--- src/rtl/freq_cond_pkg.sv ---
`default_nettype none
// ============================================================================
// Module   : freq_cond_pkg
// Purpose  : Shared constants and types for the frequency input conditioner:
//            register addresses, FSM state encoding, edge-select encoding
//            and the edge qualification helper.
// Ports    : (package - none)
// Revision : 1.0 - initial release
// ============================================================================
package freq_cond_pkg;

  // Avalon-MM register map (8-bit data, 4-bit address)
  localparam logic [3:0] ADDR_CTRL     = 4'd0;
  localparam logic [3:0] ADDR_FILT_LEN = 4'd1;
  localparam logic [3:0] ADDR_DIV_LO   = 4'd2;
  localparam logic [3:0] ADDR_DIV_HI   = 4'd3;
  localparam logic [3:0] ADDR_STATUS   = 4'd4;
  localparam logic [3:0] ADDR_CNT_LO   = 4'd5;
  localparam logic [3:0] ADDR_CNT_HI   = 4'd6;
  localparam logic [3:0] ADDR_CNT_CLR  = 4'd7;

  // Conditioner FSM; the encoding is visible in STATUS[2:1]
  typedef enum logic [1:0] {
    ST_IDLE   = 2'd0,
    ST_SETTLE = 2'd1,
    ST_RUN    = 2'd2
  } state_e;

  // CTRL[2:1] edge select; 2'b11 falls back to rising
  localparam logic [1:0] EDGE_RISE = 2'b00;
  localparam logic [1:0] EDGE_FALL = 2'b01;
  localparam logic [1:0] EDGE_BOTH = 2'b10;

  function automatic logic edge_qualifies(input logic [1:0] sel,
                                          input logic       rise,
                                          input logic       fall);
    case (sel)
      EDGE_FALL: return fall;
      EDGE_BOTH: return rise | fall;
      default:   return rise;
    endcase
  endfunction

endpackage
`default_nettype wire

--- src/rtl/freq_input_conditioner_if.sv ---
`default_nettype none
// ============================================================================
// Module   : freq_input_conditioner_if
// Purpose  : 8-bit Avalon-MM control/status bus of the frequency input
//            conditioner.
// Ports    : avs_ctrl_writedata, avs_ctrl_address, avs_ctrl_write,
//            avs_ctrl_read (master -> slave); avs_ctrl_readdata
//            (slave -> master, registered in the slave).
// Revision : 1.0 - initial release
// ============================================================================
interface freq_input_conditioner_if;
  logic [7:0] avs_ctrl_writedata;
  logic [7:0] avs_ctrl_readdata;
  logic [3:0] avs_ctrl_address;
  logic       avs_ctrl_write;
  logic       avs_ctrl_read;

  modport master (
    output avs_ctrl_writedata, avs_ctrl_address, avs_ctrl_write, avs_ctrl_read,
    input  avs_ctrl_readdata
  );

  modport slave (
    input  avs_ctrl_writedata, avs_ctrl_address, avs_ctrl_write, avs_ctrl_read,
    output avs_ctrl_readdata
  );
endinterface
`default_nettype wire

--- src/rtl/freq_glitch_filter.sv ---
`default_nettype none
// ============================================================================
// Module   : freq_glitch_filter
// Purpose  : Synchronizes the raw input pin and rejects pulses shorter than
//            filt_len+1 cycles. Also provides the previous-cycle filtered
//            level for edge detection.
// Ports    : clk, rst      - clock, synchronous active-high reset
//            freq_in       - raw asynchronous pin
//            filt_len      - qualify length (0 = one-cycle qualify)
//            filt          - filtered level
//            filt_d        - filt delayed by one cycle
// Revision : 1.0 - initial release
// ============================================================================
module freq_glitch_filter #(
  parameter int SYNC_STAGES = 2,
  parameter int FILT_W      = 8
) (
  input  wire logic              clk,
  input  wire logic              rst,
  input  wire logic              freq_in,
  input  wire logic [FILT_W-1:0] filt_len,
  output logic                   filt,
  output logic                   filt_d
);

  logic [SYNC_STAGES-1:0] sync_q, sync_d;
  logic [FILT_W-1:0]      qual_cnt_q, qual_cnt_d;
  logic                   filt_lvl_q, filt_lvl_d;
  logic                   filt_prev_q, filt_prev_d;
  logic                   sync_out;

  assign sync_out = sync_q[SYNC_STAGES-1];

  always_comb begin
    sync_d      = {sync_q[SYNC_STAGES-2:0], freq_in};
    filt_prev_d = filt_lvl_q;
    qual_cnt_d  = qual_cnt_q;
    filt_lvl_d  = filt_lvl_q;
    if (sync_out == filt_lvl_q) begin
      qual_cnt_d = '0;
    end else if (qual_cnt_q >= filt_len) begin
      // '>=' keeps a shortened FILT_LEN from stranding a larger count
      filt_lvl_d = sync_out;
      qual_cnt_d = '0;
    end else begin
      qual_cnt_d = qual_cnt_q + 1'b1;
    end
  end

  always_ff @(posedge clk) begin
    if (rst) begin
      sync_q      <= '0;
      qual_cnt_q  <= '0;
      filt_lvl_q  <= 1'b0;
      filt_prev_q <= 1'b0;
    end else begin
      sync_q      <= sync_d;
      qual_cnt_q  <= qual_cnt_d;
      filt_lvl_q  <= filt_lvl_d;
      filt_prev_q <= filt_prev_d;
    end
  end

  assign filt   = filt_lvl_q;
  assign filt_d = filt_prev_q;

endmodule
`default_nettype wire

--- src/rtl/freq_input_conditioner.sv ---
`default_nettype none
// ============================================================================
// Module   : freq_input_conditioner
// Purpose  : Conditions the raw frequency pin (sync, glitch filter, edge
//            select) and divides qualifying edges with a programmable
//            prescaler, producing a square wave and a wrap strobe.
//            Optional macro FREQ_COND_EDGE_CNT_EN adds the 16-bit saturating
//            edge counter (addresses 5/6/7, STATUS[3]).
// Ports    : csi_MCLK_clk    - clock
//            rsi_MRST_reset  - synchronous active-high reset
//            avs             - Avalon-MM slave (8-bit registers)
//            freq_in         - raw asynchronous input
//            freq_out        - divided square wave
//            edge_strobe     - one-cycle pulse per prescaler wrap
// Revision : 1.0 - initial release
// ============================================================================
module freq_input_conditioner
  import freq_cond_pkg::*;
#(
  parameter int SYNC_STAGES = 2,
  parameter int FILT_W      = 8,
  parameter int DIV_W       = 16
) (
  input  wire logic                 csi_MCLK_clk,
  input  wire logic                 rsi_MRST_reset,
  freq_input_conditioner_if.slave   avs,
  input  wire logic                 freq_in,
  output logic                      freq_out,
  output logic                      edge_strobe
);

  localparam int SET_W = FILT_W + 8;

  logic [2:0]        ctrl_q, ctrl_d;
  logic [FILT_W-1:0] filt_len_q, filt_len_d;
  logic [DIV_W-1:0]  div_q, div_d;
  logic [7:0]        readdata_q, readdata_d;
  state_e            state_q, state_d;
  logic [SET_W-1:0]  settle_cnt_q, settle_cnt_d;
  logic [DIV_W-1:0]  presc_cnt_q, presc_cnt_d;
  logic              freq_out_q, freq_out_d;
  logic              strobe_q, strobe_d;

  logic              filt, filt_d;
  logic              enable, qual_edge, run_active, run_edge, settle_done;
  logic [SET_W-1:0]  settle_limit;
  logic [DIV_W-1:0]  div_last;
  logic [15:0]       edge_cnt;
  logic              cnt_sat;
  logic [7:0]        rd_mux;

  freq_glitch_filter #(
    .SYNC_STAGES (SYNC_STAGES),
    .FILT_W      (FILT_W)
  ) u_filter (
    .clk      (csi_MCLK_clk),
    .rst      (rsi_MRST_reset),
    .freq_in  (freq_in),
    .filt_len (filt_len_q),
    .filt     (filt),
    .filt_d   (filt_d)
  );

  assign enable    = ctrl_q[0];
  assign qual_edge = edge_qualifies(ctrl_q[2:1], filt & ~filt_d, ~filt & filt_d);

  // ---- register writes ----
  always_comb begin
    ctrl_d     = ctrl_q;
    filt_len_d = filt_len_q;
    div_d      = div_q;
    if (avs.avs_ctrl_write) begin
      case (avs.avs_ctrl_address)
        ADDR_CTRL:     ctrl_d       = avs.avs_ctrl_writedata[2:0];
        ADDR_FILT_LEN: filt_len_d   = FILT_W'(avs.avs_ctrl_writedata);
        ADDR_DIV_LO:   div_d[7:0]   = avs.avs_ctrl_writedata;
        ADDR_DIV_HI:   div_d[15:8]  = avs.avs_ctrl_writedata;
        default: ;
      endcase
    end
  end

  // ---- FSM: next state ----
  // Settle spans SYNC_STAGES+FILT_LEN+1 cycles so pre-enable samples drain.
  assign settle_limit = SET_W'(SYNC_STAGES) + SET_W'(filt_len_q);
  assign settle_done  = (settle_cnt_q >= settle_limit);

  always_comb begin
    state_d = state_q;
    if (!enable) begin
      state_d = ST_IDLE;
    end else begin
      case (state_q)
        ST_IDLE:   state_d = ST_SETTLE;
        ST_SETTLE: if (settle_done) state_d = ST_RUN;
        ST_RUN:    state_d = ST_RUN;
        default:   state_d = ST_IDLE;
      endcase
    end
    settle_cnt_d = (state_q == ST_SETTLE) ? settle_cnt_q + 1'b1 : '0;
  end

  // ---- FSM: outputs ----
  always_comb begin
    run_active = (state_q == ST_RUN) && enable;
    run_edge   = run_active && qual_edge;
  end

  // ---- prescaler ----
  // DIV==0 is treated as 1; '>=' lets a shrunk divisor wrap on the next edge.
  assign div_last = (div_q == '0) ? '0 : div_q - 1'b1;

  always_comb begin
    presc_cnt_d = presc_cnt_q;
    freq_out_d  = freq_out_q;
    strobe_d    = 1'b0;
    if (!run_active) begin
      presc_cnt_d = '0;
      freq_out_d  = 1'b0;
    end else if (qual_edge) begin
      if (presc_cnt_q >= div_last) begin
        presc_cnt_d = '0;
        freq_out_d  = ~freq_out_q;
        strobe_d    = 1'b1;
      end else begin
        presc_cnt_d = presc_cnt_q + 1'b1;
      end
    end
  end

  // ---- optional edge counter ----
`ifdef FREQ_COND_EDGE_CNT_EN
  logic [15:0] edge_cnt_q, edge_cnt_d;
  logic        cnt_sat_q, cnt_sat_d;
  logic        cnt_clr;

  always_comb begin
    cnt_clr    = avs.avs_ctrl_write && (avs.avs_ctrl_address == ADDR_CNT_CLR);
    edge_cnt_d = edge_cnt_q;
    cnt_sat_d  = cnt_sat_q;
    if (cnt_clr) begin
      edge_cnt_d = '0;
      cnt_sat_d  = 1'b0;
    end else if (run_edge) begin
      if (edge_cnt_q != 16'hFFFF) edge_cnt_d = edge_cnt_q + 1'b1;
      // flag as soon as the count reaches full scale
      if (edge_cnt_q >= 16'hFFFE) cnt_sat_d = 1'b1;
    end
  end

  always_ff @(posedge csi_MCLK_clk) begin
    if (rsi_MRST_reset) begin
      edge_cnt_q <= '0;
      cnt_sat_q  <= 1'b0;
    end else begin
      edge_cnt_q <= edge_cnt_d;
      cnt_sat_q  <= cnt_sat_d;
    end
  end

  assign edge_cnt = edge_cnt_q;
  assign cnt_sat  = cnt_sat_q;
`else
  assign edge_cnt = '0;
  assign cnt_sat  = 1'b0;
`endif

  // ---- read path (write wins over a simultaneous read) ----
  always_comb begin
    case (avs.avs_ctrl_address)
      ADDR_CTRL:     rd_mux = {5'b0, ctrl_q};
      ADDR_FILT_LEN: rd_mux = 8'(filt_len_q);
      ADDR_DIV_LO:   rd_mux = div_q[7:0];
      ADDR_DIV_HI:   rd_mux = div_q[15:8];
      ADDR_STATUS:   rd_mux = {4'b0, cnt_sat, state_q, filt};
      ADDR_CNT_LO:   rd_mux = edge_cnt[7:0];
      ADDR_CNT_HI:   rd_mux = edge_cnt[15:8];
      default:       rd_mux = 8'h00;
    endcase
    readdata_d = readdata_q;
    if (avs.avs_ctrl_read && !avs.avs_ctrl_write) readdata_d = rd_mux;
  end

  // ---- state register ----
  always_ff @(posedge csi_MCLK_clk) begin
    if (rsi_MRST_reset) begin
      ctrl_q       <= '0;
      filt_len_q   <= '0;
      div_q        <= '0;
      readdata_q   <= '0;
      state_q      <= ST_IDLE;
      settle_cnt_q <= '0;
      presc_cnt_q  <= '0;
      freq_out_q   <= 1'b0;
      strobe_q     <= 1'b0;
    end else begin
      ctrl_q       <= ctrl_d;
      filt_len_q   <= filt_len_d;
      div_q        <= div_d;
      readdata_q   <= readdata_d;
      state_q      <= state_d;
      settle_cnt_q <= settle_cnt_d;
      presc_cnt_q  <= presc_cnt_d;
      freq_out_q   <= freq_out_d;
      strobe_q     <= strobe_d;
    end
  end

  assign avs.avs_ctrl_readdata = readdata_q;
  assign freq_out              = freq_out_q;
  assign edge_strobe           = strobe_q;

endmodule
`default_nettype wire

--- src/flat_wrapper.sv ---
// flat-port wrapper written by rule: the top's interface ports become plain ports
module freq_input_conditioner_flat import freq_cond_pkg::*;
#(
  parameter int SYNC_STAGES = 2,
  parameter int FILT_W      = 8,
  parameter int DIV_W       = 16
)
  (csi_MCLK_clk, rsi_MRST_reset, freq_in, freq_out, edge_strobe, avs_avs_ctrl_writedata, avs_avs_ctrl_address, avs_avs_ctrl_write, avs_avs_ctrl_read, avs_avs_ctrl_readdata);
  freq_input_conditioner_if avs_i ();
  input  wire logic csi_MCLK_clk;
  input  wire logic rsi_MRST_reset;
  input  wire logic freq_in;
  output logic freq_out;
  output logic edge_strobe;
  input wire logic [$bits(avs_i.avs_ctrl_writedata)-1:0] avs_avs_ctrl_writedata;
  input wire logic [$bits(avs_i.avs_ctrl_address)-1:0] avs_avs_ctrl_address;
  input wire logic [$bits(avs_i.avs_ctrl_write)-1:0] avs_avs_ctrl_write;
  input wire logic [$bits(avs_i.avs_ctrl_read)-1:0] avs_avs_ctrl_read;
  output wire logic [$bits(avs_i.avs_ctrl_readdata)-1:0] avs_avs_ctrl_readdata;
  assign avs_i.avs_ctrl_writedata = avs_avs_ctrl_writedata;
  assign avs_i.avs_ctrl_address = avs_avs_ctrl_address;
  assign avs_i.avs_ctrl_write = avs_avs_ctrl_write;
  assign avs_i.avs_ctrl_read = avs_avs_ctrl_read;
  assign avs_avs_ctrl_readdata = avs_i.avs_ctrl_readdata;
  freq_input_conditioner #(.SYNC_STAGES(SYNC_STAGES), .FILT_W(FILT_W), .DIV_W(DIV_W)) u_core (.csi_MCLK_clk(csi_MCLK_clk), .rsi_MRST_reset(rsi_MRST_reset), .avs(avs_i), .freq_in(freq_in), .freq_out(freq_out), .edge_strobe(edge_strobe));
endmodule
--- config.mk ---
export PLATFORM = sky130hd
export DESIGN_NAME = freq_input_conditioner_flat
export DESIGN_NICKNAME = d
export VERILOG_FILES = /design/src/rtl/freq_cond_pkg.sv /design/src/rtl/freq_input_conditioner_if.sv /design/src/rtl/freq_glitch_filter.sv /design/src/rtl/freq_input_conditioner.sv /design/src/flat_wrapper.sv
export SDC_FILE = /design/constraint.sdc
export NUM_CORES = 1
export LEC_CHECK = 0
export ABC_AREA = 0
export CAP_MARGIN = 10
export CORE_MARGIN = 2
export CORE_UTILIZATION = 35
export CTS_BUF_LIST = sky130_fd_sc_hd__clkbuf_16
export CTS_CLUSTER_DIAMETER = 30
export CTS_CLUSTER_SIZE = 28
export DETAILED_ROUTE_END_ITERATION = 7
export DONT_BUFFER_PORTS = 1
export HOLD_SLACK_MARGIN = 0.06
export SYNTH_ARGS = -nofsm -noshare
export SYNTH_HDL_FRONTEND = slang
export SYNTH_SLANG_ARGS = --single-unit
--- constraint.sdc ---
create_clock -name csi_MCLK_clk -period 3.4 [get_ports csi_MCLK_clk]
set_clock_uncertainty 0.05 [all_clocks]
set_input_delay 0.51 -clock csi_MCLK_clk [delete_from_list [all_inputs] [get_ports csi_MCLK_clk]]
set_output_delay 0.51 -clock csi_MCLK_clk [all_outputs]
set_load 0.05 [all_outputs]
==> metrics list <==
- Syn Inst Count: 550
- Clk Latency, worst-skew pair: 0.34 ns
- Synthesized cell area: 4716 um^2
* Worst-case vdd ir drop: 0.3058 mV
* DRC violation count after routing: 0
* Clk sinks: 83
* Maximum fanout along the worst path: 6
- Leak pwr: 2.130 nW
- TritonCTS built the clock tree.
- Endpoints failing setup: 0
- Number of buffers on the longest clock path: 2
* Wire length of the first global-routing pass: 17.48 mm
- Sequential-to-total area share from yosys stat: 35.23%
* Int Pwr: 1.622 mW
- In the final layout, flip-flops and latches occupy 1663 um^2.
- Mapped Nets: 613
- Antenna violations before repair: 0
* Switching Fraction: 22.95%
- For this run, asynchronously set or reset flops after synthesis account for 0%.
* Ratio of routed vias to standard cells: 5.048
* Arrival time worst endpoint: 3.53 ns
* Worst-case setup slack after placement: -0.1345 ns
* Slew at the pin closest to its max-slew limit: 0.8729 ns
* Final worst path period need: 3.347 ns
* Antenna violation net count after detailed routing: 0
- Area used by multi-input combinational logic: 2952 um^2
* Nets: 618
- Comb power frac: 8.1%
- Stages on worst setup path: 14
- The run finished with clean final reports.
- In the final routed layout, each cell accounts on average for 14.02 um.
- The worst setup path is of the flop to flop kind.
- Yosys warning count: 0
* PnR worst setup slack: 0.05281 ns
- Once layout is done, the placed cells without fillers occupy 5343 um^2.
- Count of flip-flops with a built-in enable after synthesis: 0
- Slew Viols, Final: 0
* Pin count of the biggest net entering global routing: 44
* Final worst-path cycle share: 98.45%
- Clk Tree Root Cell: clkbuf_16
* Slowest Stage Delay on Critical Path: 0.54 ns
* Crit start category: flop
* Average instance area after synthesis: 8.574 um^2
- Inserted Clock Buffers: 9
* Synth unique cells: 47
* Level count of the clock H-tree: 3
* Switching power: 0.4832 mW
* Pre-Repair DR Iteration Count: 5
- Total negative slack: 0 ns
- Setup repair after global routing could not meet its margin everywhere.
- Die Area: 14420 um^2
* Cell taking the most area after synthesis: dfxtp_1
- Fillers: 1312
- Fraction of final layout cells sized beyond drive strength 1: 9.643%
* Total congestion overflow after global routing: 0
* Antenna diode count: 0
- In the post-synthesis netlist, the biggest area contributors are dfxtp_1 (35%), ha_1 (12%), nor2_1 (8.0%).
- Final WL: 10.32 mm
* Number of synthesized register bits: 83
* Clock slew seen by the registers of the worst setup and hold paths: 0.06 ns
- The floorplan step defined a core boundary enclosing 13190 um^2.
- The number of hold violations in the final report came to 0.
* Synthesis-to-finish area growth: 13.29%
* Count of maximum capacitance violations: 0
- After detailed placement, the design holds a cell count of 718.
* CP Data Required Time: 3.58 ns
- Overall via count from detail_route: 3715
- Detailed placement finished with a half-perimeter wire length of 7.722 mm.
- Clock power share: 45.0%
- Via count of the first global-routing pass: 3497
- The number of buffers and inverters on the critical path is 1.
- In this run the vertical extent of the chip is 120.1 um.
- For this design the top-level I/O count stands at 27.
- Hold Path Cell Cnt: 1
* Slew margin rel.: 41.59%
- The signal on the critical path passes through or4_4 > nor3_4 > nand3_2 > nor4_4 > xor2_1 > nand2_1 > ha_4 > and4_4 > o211ai_1 > or4_1 > a31oi_2 > or2_4 > buf_8 > nor2_1.
- During placement, the flow inserted port buffers numbering 0.
- After detailed placement, the total cell area comes to 4957 um^2.
- Seq pwr share: 46.9%
* Maximum clock frequency: 298.8 MHz
- Among all flip-flop cells after synthesis, the most frequent one is dfxtp_1.
- Global routing used 15.08% of the available tracks.
- In this run the core area contains 42 standard-cell rows.
* Violation count after the first detailed-routing iteration: 139
* Initial core utilization: 35.75%
* Critical-path cell with the highest stage delay: or4_4
- The path class of the tightest hold or removal check is input port to flop.
- Yosys top cell area share: 35.23%
- Logic depth of the worst register-to-register path: 14
- Routability congestion estimate from global placement: 0.8401
- Dividing total power by cell area gives a power density of 394.1 nW/um^2.
- STA classifies the critical path endpoint as a flop.
- Chip width: 120.1 um
* Post-layout instance count excluding filler cells: 736
- The kind of cell with the highest combined delay along the critical path is simple AND/OR/NAND/NOR gates.
==> state kept, by name, indices dropped and copies added, names as in the netlist, 2 cells and up <==
register / count
u_core.avs.avs_ctrl_readdata: 8
u_core.state_q: 2
u_core.filt_len_q: 8
u_core.ctrl_q: 3
u_core.presc_cnt_q: 16
u_core.u_filter.sync_q: 2
u_core.settle_cnt_q: 16
u_core.div_q: 16
u_core.u_filter.qual_cnt_q: 8
==> worst paths after layout <==
path	startpoint	end	slack (ns)
worst min register to register	u_core.u_filter.sync_q[0]$_SDFF_PP0_	u_core.u_filter.sync_q[1]$_SDFF_PP0_	0.40
worst max-delay path	u_core.div_q[7]$_SDFFE_PP0P_	u_core.presc_cnt_q[14]$_SDFFE_PP0P_	0.05
worst min-delay path	rsi_MRST_reset	u_core.u_filter.filt_d$_SDFF_PP0_	0.19
worst max register to register	u_core.div_q[7]$_SDFFE_PP0P_	u_core.presc_cnt_q[14]$_SDFFE_PP0P_	0.05
==> layer usage <==
metal / track usage, % / up-vias / wire, um
met3: 2.709 / 16 / 373
met4: 7.132 / 0 / 236
met2: 23.72 / 72 / 4734
li1: - / 1896 / -
met5: 0 / - / 0
met1: 19.97 / 1731 / 4972
==> metrics by stage <==
| step | util [%] | hold slack [ns] | total power, mW |
|---|---|---|---|
| global route | 40.50 | 0.1768 | 2.182 |
| finish | 40.50 | 0.1946 | 2.105 |
| detailed placement | 37.58 | 0.3865 | 1.161 |
| CTS | 40.57 | 0.1758 | 2.122 |
| floorplan | - | 0.3638 | 1.137 |
| global placement | 37.58 | 0.3756 | 1.153 |
==> synth_stat cells (2+ instances only) <==
cell type / instances
a21o_1: 4
a21oi_1: 13
a22o_1: 5
a22oi_1: 11
a31oi_1: 3
and2_1: 2
and3_1: 10
and4_1: 3
buf_2: 2
clkbuf_1: 16
dfxtp_1: 83
ha_1: 46
inv_1: 24
mux2_2: 5
mux2i_1: 33
nand2_1: 44
nand2b_1: 9
nand3_1: 21
nand4_1: 7
nand4b_1: 2
nor2_1: 100
nor2b_1: 8
nor3_1: 8
nor4_1: 4
o21a_1: 3
o21ai_0: 6
o22ai_1: 3
or2_2: 2
or3_1: 4
xnor2_1: 21
xor2_1: 32
==> worst register-to-register path: cells and delay by family, from the launching register on <==
family / cells / cell delay, ns
AOI/OAI and AO/OA: 2 / 0.29
adders and majority gates: 1 / 0.28
xor gates and xnor gates: 1 / 0.18
DFF: 1 / 0.32
and+or+nand+nor: 9 / 1.99
buffers and inverters: 1 / 0.13
==> layout make-up <==
cell class	count	area share (%)
tap	176	4.122
clock inverter	7	1.124
inverter	24	1.686
multi-input combinational	422	55.25
sequential	83	31.12
timing repair buffer	15	2.482
clock buffer	9	4.215
==> repair_timing <==
action                     CTS  global route
setup endpoints to repair   17            18
pin swaps                   13             9
hold buffers                 0             0
gates cloned                 1             0
gates resized for setup     11            11
buffers inserted             5             0
==> kinds of logic after synthesis <==
kind of cell	after synthesis	synth area share, %
and+or+nand+nor	228	22.26
buffers and inverters	45	4.033
DFF	83	35.23
AOI/OAI and AO/OA	57	8.225
xor gates and xnor gates	53	9.844
muxes	38	8.198
adders and majority gates	46	12.20
==> power by group through the flow <==
stage | clock, mW | sequential, mW | combinational, mW
floorplan | 0 | 1.01 | 0.131
global placement | 0 | 1.01 | 0.146
detailed placement | 0 | 1.01 | 0.153
CTS | 0.967 | 0.986 | 0.168
global route | 1.00 | 0.987 | 0.194
finish | 0.948 | 0.987 | 0.171
==> cells in the final DEF (no fill, tap or decap), types with 13 or more instances in the layout <==
cell      n
mux2i_1  33
nand2_1  44
dfxtp_1  82
a21oi_1  13
ha_1     45
xor2_1   32
nand3_1  20
inv_1    25
nor2_1   92
buf_4    13
xnor2_1  20
Note: power is estimated with default switching activity, not from simulation.
